$ cat src/rtl/syn_fifo_pkg.sv
// syn_fifo_pkg
//   Shared definitions for the parameterised synchronous FIFO:
//   default geometry, width helpers for pointers and the occupancy
//   counter, the parameter legality check used at elaboration, and the
//   per-cycle operation struct passed from the control logic to storage.
package syn_fifo_pkg;

    localparam int DEF_DATA_W   = 4;
    localparam int DEF_DEPTH    = 8;
    localparam int DEF_AF_LEVEL = 6;
    localparam int DEF_AE_LEVEL = 1;

    // Pointer width: log2 of the depth, so power-of-two wrap is free.
    function automatic int ptr_w(input int depth);
        return (depth > 1) ? $clog2(depth) : 1;
    endfunction

    // Counter width: must hold 0..DEPTH inclusive.
    function automatic int cnt_w(input int depth);
        return $clog2(depth + 1);
    endfunction

    // Legal geometry and threshold ranges.
    function automatic bit params_ok(input int data_w, input int depth,
                                     input int af, input int ae);
        return (data_w >= 1) && (depth >= 2) && ((depth & (depth - 1)) == 0) &&
               (af >= 1) && (af <= depth) && (ae >= 0) && (ae <= depth - 1);
    endfunction

    // Accepted operations for the current cycle.
    typedef struct packed {
        logic wr;
        logic rd;
    } fifo_op_t;

endpackage

$ cat src/rtl/syn_fifo_mem.sv
// syn_fifo_mem
//   DEPTH x DATA_W storage with one synchronous write port and one
//   registered read port. The array itself is not reset; only the read
//   register clears so the FIFO output has a defined reset value.
// Ports:
//   clk    - clock, rising edge
//   rst    - asynchronous active-low reset (clears rdata only)
//   we     - write enable (already qualified by the FIFO control)
//   waddr  - write address
//   wdata  - write data
//   re     - read enable (already qualified); rdata holds otherwise
//   raddr  - read address
//   rdata  - registered read data
module syn_fifo_mem
    import syn_fifo_pkg::*;
#(
    parameter int DATA_W = DEF_DATA_W,
    parameter int DEPTH  = DEF_DEPTH,
    localparam int AW    = ptr_w(DEPTH)
) (
    input  logic              clk,
    input  logic              rst,
    input  logic              we,
    input  logic [AW-1:0]     waddr,
    input  logic [DATA_W-1:0] wdata,
    input  logic              re,
    input  logic [AW-1:0]     raddr,
    output logic [DATA_W-1:0] rdata
);

    logic [DATA_W-1:0] mem [DEPTH];

    always_ff @(posedge clk) begin
        if (we)
            mem[waddr] <= wdata;
    end

    always_ff @(posedge clk or negedge rst) begin
        if (!rst)
            rdata <= '0;
        else if (re)
            rdata <= mem[raddr];
    end

endmodule

$ cat src/rtl/syn_fifo_param.sv
// syn_fifo_param
//   Parameterised single-clock FIFO. Pointers, occupancy counter and
//   status flags live here; storage is in syn_fifo_mem.
// Ports:
//   clk          - clock, all state changes on rising edge
//   rst          - asynchronous active-low reset
//   we / data    - write request and write data
//   re           - read request
//   read_data    - registered read data, 1-cycle latency, holds when idle
//   full/empty   - count == DEPTH / count == 0
//   almost_full  - count >= AF_LEVEL
//   almost_empty - count <= AE_LEVEL
//   count        - current occupancy 0..DEPTH
//   overflow     - one-cycle pulse after a rejected write
//   underflow    - one-cycle pulse after a rejected read
module syn_fifo_param
    import syn_fifo_pkg::*;
#(
    parameter int DATA_W   = DEF_DATA_W,
    parameter int DEPTH    = DEF_DEPTH,
    parameter int AF_LEVEL = DEF_AF_LEVEL,
    parameter int AE_LEVEL = DEF_AE_LEVEL,
    localparam int PTR_W   = ptr_w(DEPTH),
    localparam int CNT_W   = cnt_w(DEPTH)
) (
    input  logic              clk,
    input  logic              rst,
    input  logic              we,
    input  logic [DATA_W-1:0] data,
    input  logic              re,
    output logic [DATA_W-1:0] read_data,
    output logic              full,
    output logic              empty,
    output logic              almost_full,
    output logic              almost_empty,
    output logic [CNT_W-1:0]  count,
    output logic              overflow,
    output logic              underflow
);

    generate
        if (!params_ok(DATA_W, DEPTH, AF_LEVEL, AE_LEVEL)) begin : g_bad_params
            $error("syn_fifo_param: illegal parameters DATA_W=%0d DEPTH=%0d AF_LEVEL=%0d AE_LEVEL=%0d",
                   DATA_W, DEPTH, AF_LEVEL, AE_LEVEL);
        end
    endgenerate

    localparam logic [CNT_W-1:0] DEPTH_C = CNT_W'(DEPTH);
    localparam logic [CNT_W-1:0] AF_C    = CNT_W'(AF_LEVEL);
    localparam logic [CNT_W-1:0] AE_C    = CNT_W'(AE_LEVEL);
    localparam logic [CNT_W-1:0] ONE_C   = CNT_W'(1);

    logic [PTR_W-1:0] wr_ptr;
    logic [PTR_W-1:0] rd_ptr;
    logic [CNT_W-1:0] count_q;
    fifo_op_t         op;

    // A read needs data present. A write needs space, or a same-cycle
    // read freeing a slot (full + read + write passes through at DEPTH).
    // When empty, a read is refused even with a concurrent write: there
    // is no bypass path to read_data.
    always_comb begin
        op    = '0;
        op.rd = re && (count_q != '0);
        op.wr = we && ((count_q != DEPTH_C) || op.rd);
    end

    always_ff @(posedge clk or negedge rst) begin
        if (!rst) begin
            wr_ptr    <= '0;
            rd_ptr    <= '0;
            count_q   <= '0;
            overflow  <= 1'b0;
            underflow <= 1'b0;
        end else begin
            // Pointers are exactly log2(DEPTH) wide, so they wrap by overflow.
            if (op.wr) wr_ptr <= wr_ptr + PTR_W'(1);
            if (op.rd) rd_ptr <= rd_ptr + PTR_W'(1);
            unique case ({op.wr, op.rd})
                2'b10:   count_q <= count_q + ONE_C;
                2'b01:   count_q <= count_q - ONE_C;
                default: count_q <= count_q;
            endcase
            overflow  <= we && !op.wr;
            underflow <= re && !op.rd;
        end
    end

    syn_fifo_mem #(
        .DATA_W (DATA_W),
        .DEPTH  (DEPTH)
    ) u_mem (
        .clk   (clk),
        .rst   (rst),
        .we    (op.wr),
        .waddr (wr_ptr),
        .wdata (data),
        .re    (op.rd),
        .raddr (rd_ptr),
        .rdata (read_data)
    );

    // Status flags come straight from the registered count.
    assign count        = count_q;
    assign full         = (count_q == DEPTH_C);
    assign empty        = (count_q == '0);
    assign almost_full  = (count_q >= AF_C);
    assign almost_empty = (count_q <= AE_C);

endmodule

$ cat config.mk
export PLATFORM = sky130hd
export DESIGN_NAME = syn_fifo_param
export DESIGN_NICKNAME = d
export VERILOG_FILES = /design/src/rtl/syn_fifo_pkg.sv /design/src/rtl/syn_fifo_mem.sv /design/src/rtl/syn_fifo_param.sv
export SDC_FILE = /design/constraint.sdc
export NUM_CORES = 1
export LEC_CHECK = 0
export ABC_CLOCK_PERIOD_IN_PS = 2550
export BUFFER_PORTS_ARGS = -buffer_cell sky130_fd_sc_hd__buf_2
export CAP_MARGIN = 40
export CORE_MARGIN = 10
export CORE_UTILIZATION = 50
export DETAILED_ROUTE_END_ITERATION = 10
export PLACE_DENSITY = 0.71
export SKIP_LAST_GASP = 1
export SLEW_MARGIN = 20
export SYNTH_ARGS = -nofsm -noshare
export SYNTH_HDL_FRONTEND = slang
export SYNTH_SLANG_ARGS = --single-unit
export TNS_END_PERCENT = 10
$ cat constraint.sdc
create_clock -name clk -period 2.55 [get_ports clk]
set_input_delay 0.51 -clock clk [delete_from_list [all_inputs] [get_ports clk]]
set_output_delay 0.51 -clock clk [all_outputs]
set_load 0.005 [all_outputs]
==> results_dict.tcl <==
set metrics [dict create \
    drc 0 \
    path_clk_slew_ns 0.09 \
    route.detailed.wl_per_inst_um 17.1 \
    finalNetCount 194 \
    status "finished, final reports clean" \
    hold_viol_final 0 \
    drv_slew 0 \
    tightest_slew_ns 0.564 \
    fin_area_um2 2450 \
    crit_fanout 9 \
    grt_max_degree 19 \
    cts_tree "built" \
    final_antenna_net_count 0 \
    period_needed_ns 2.33 \
    synth-seq-cells 48 \
    cts_root_buf "clkbuf_8" \
    cts_hold_buf 0 \
    setup_tns_ns 0 \
    fp.dieW_um 85.9 \
    setup_viol 0 \
    antennaDiodeCount 0 \
    max_freq_mhz 430 \
    drive_gt1_share_pct 22.7 \
    firstDrtPassIters 4 \
    cp.required_ns 2.49 \
    cts_buffers 5 \
    finalWirelength_um 3960 \
    grt_overflow 0 \
    avgSynthCellArea_um2 13.7 \
    synthesis.area_um2 2170 \
    maxCapViolCount 0 \
    fin_hold_ws_ns 0.112 \
    ios 22 \
    yosysMostFrequentCell "edfxtp_1" \
    synth-seq-area-share_pct 62.8 \
    clock-sinks 48 \
    ys_async_sr_fraction_pct 33.3 \
    syn_to_final_growth_pct 13.2 \
    crit_path_end_kind "flop" \
    yosysTopAreaCell "edfxtp_1" \
    synth.area.top_cells "edfxtp_1, dfrtp_1, mux2i_1, mux4_2, ha_1" \
    core_area_um2 4090 \
    slowest_stage "dfrtp_1" \
    grt_usage_pct 11.2 \
    place_congestion 0.788 \
    cts_setup_buffers 0 \
    crit_chain "inv_1 > ha_1 > and4bb_4 > nor2b_1 > nand2_1 > nor3_1" \
    h-tree-depth 2 \
    via_per_inst 5.52 \
    syn_nets 172 \
    row_count 23 \
    netlist_instances 158 \
    slew_headroom_pct 62.1 \
    antenna_found_initial 0 \
    vias 1275 \
    r2r-end "u_mem.mem[1][0]$_DFFE_PP_" \
    post_synth_num_cell_types 33 \
    cp-start-kind "flop" \
    cellPowerDensity_nw_per_um2 1110 \
    synth_warnings 0 \
    grt_pass1_wl_um 6450 \
    die_area_um2 7370 \
    die_h_um 85.9 \
    synth_top_cell_area_share_pct 44.3 \
    grt_pass1_vias 1267 \
    fin_skew_ns 0.00593 \
    reg2reg_from "count[1]$_DFFE_PN0P_" \
    ir_drop_v 0.000469 \
    floorplan.initialDensity_pct 53.1 \
    power_mw 2.73 \
    critPathArrivalTime_ns 2.27 \
    ff2ff_path_depth 6 \
    timing.reg2reg.setup_slack_ns 0.22 \
    synth_flop_cell "edfxtp_1" \
    clk_latency_ns 0.30 \
    static-leakage-power_nw 0.989 \
    clockBufferDepth 2 \
    ctsResizeCount 0 \
    synth_common_cells "edfxtp_1, dfrtp_1, mux2i_1, nand2_1, nor2_1" \
    crit_type "reg2reg" \
    rsz0062_at_grt "no" \
    critPathBufInv 1 \
    dr.first_iter.drc_count 105 \
    critPathTopFamily "simple AND/OR/NAND/NOR gates" \
    critPathMaxStageDelay_ns 0.49 \
    post-route-period-util_pct 91.2 \
    postPlaceCellArea_um2 2320 \
    hpwl_um 2940 \
    port_buffers 21 \
    synth-edff-count 32 \
    hp-class "in2async" \
]
## state kept, by name, summed over array words and instances (netlist names)
name / count
wr_ptr: 3
overflow: 1
rd_ptr: 3
u_mem.rdata: 4
count: 4
underflow: 1
u_mem.mem: 32
## metal layers
| layer | global-route usage (%) | vias up | wire length, um |
|---|---|---|---|
| met5 | 0 | - | 0 |
| met4 | 3.59 | 0 | 40 |
| met3 | 4.07 | 4 | 202 |
| met2 | 17.4 | 41 | 1860 |
| met1 | 14.2 | 616 | 1860 |
| li1 | - | 614 | - |
## cell families after synthesis
kind of cell | count (synthesis) | share of synthesized area, %
compound gates | 15 | 4.38
xor+xnor | 7 | 2.83
fa+ha+maj | 6 | 3.46
buf+inv | 13 | 2.65
flops | 48 | 62.8
mux | 20 | 11.5
simple gates | 49 | 12.3
## cell type report
type                       instances  area (um2)
multi-input combinational         97         749
clock inverter                     3        68.8
timing repair buffer              24         128
tap                               50        62.6
sequential                        48        1360
inverter                           4        15.0
clock buffer                       5        68.8
fill                             333        1630
## placed cells by master (no fill, tap or decap)
master     synthesis  final
clkbuf_8           0      5
o22ai_1            1      1
buf_2              4     21
and4bb_4           1      1
edfxtp_1          32     32
o21ai_1            5      5
inv_1              4      4
a2111oi_2          1      1
a211oi_1           2      2
nand4_1            1      1
nor2_1             7      7
ha_1               6      6
nand2b_4           1      1
and2_1             2      2
a221oi_1           1      1
xor2_1             1      1
a21oi_1            2      2
xnor2_1            6      6
bufinv_16          0      2
nor2_2             1      1
o21ai_0            3      3
nand2b_1           4      4
buf_4              1      3
nor3_1             6      6
nor2b_1            2      2
and3_1             2      2
nor3b_2            1      1
dfrtp_1           16     16
mux2i_1           16     16
nor4_1             1      1
or3_1              2      2
nand3b_1           2      2
inv_6              0      1
nand2_1           16     16
mux4_2             4      4
## stage by stage
step	setup WS [ns]	std cells	util, %
after global routing	0.0147	231	60.0
final	0.223	231	60.0
after CTS	0.240	231	60.0
after global placement	0.434	223	56.7
after detailed placement	0.258	223	56.7
after floorplan	0.441	158	-
## power breakdown
| part | leakage [nW] | internal (mW) | total [mW] | switching [mW] |
|---|---|---|---|---|
| Clock | 0.0687 | 0.395 | 0.651 | 0.257 |
| Combinational | 0.437 | 0.432 | 0.863 | 0.431 |
| Sequential | 0.484 | 1.03 | 1.22 | 0.194 |
| Total | 0.989 | 1.85 | 2.73 | 0.882 |
## how the worst max path moves through the flow
stage,startpoint,end,slack [ns],depth (start not counted)
6_report,count[1]$_DFFE_PN0P_,u_mem.mem[1][0]$_DFFE_PP_,0.22,6
3_3_place_gp,count[1]$_DFFE_PN0P_,u_mem.mem[1][0]$_DFFE_PP_,0.43,6
3_5_place_dp,count[1]$_DFFE_PN0P_,u_mem.mem[1][2]$_DFFE_PP_,0.26,6
2_1_floorplan,count[1]$_DFFE_PN0P_,u_mem.mem[0][0]$_DFFE_PP_,0.44,6
5_1_grt,count[1]$_DFFE_PN0P_,u_mem.mem[1][0]$_DFFE_PP_,0.01,6
4_1_cts,count[1]$_DFFE_PN0P_,u_mem.mem[1][0]$_DFFE_PP_,0.24,6
## worst register-to-register path: stages (launching register included)
cell	delay, ns
dfrtp_1	0.49
inv_1	0.12
ha_1	0.26
and4bb_4	0.24
nor2b_1	0.24
nand2_1	0.16
nor3_1	0.47
(Power assumes the default switching activity.)
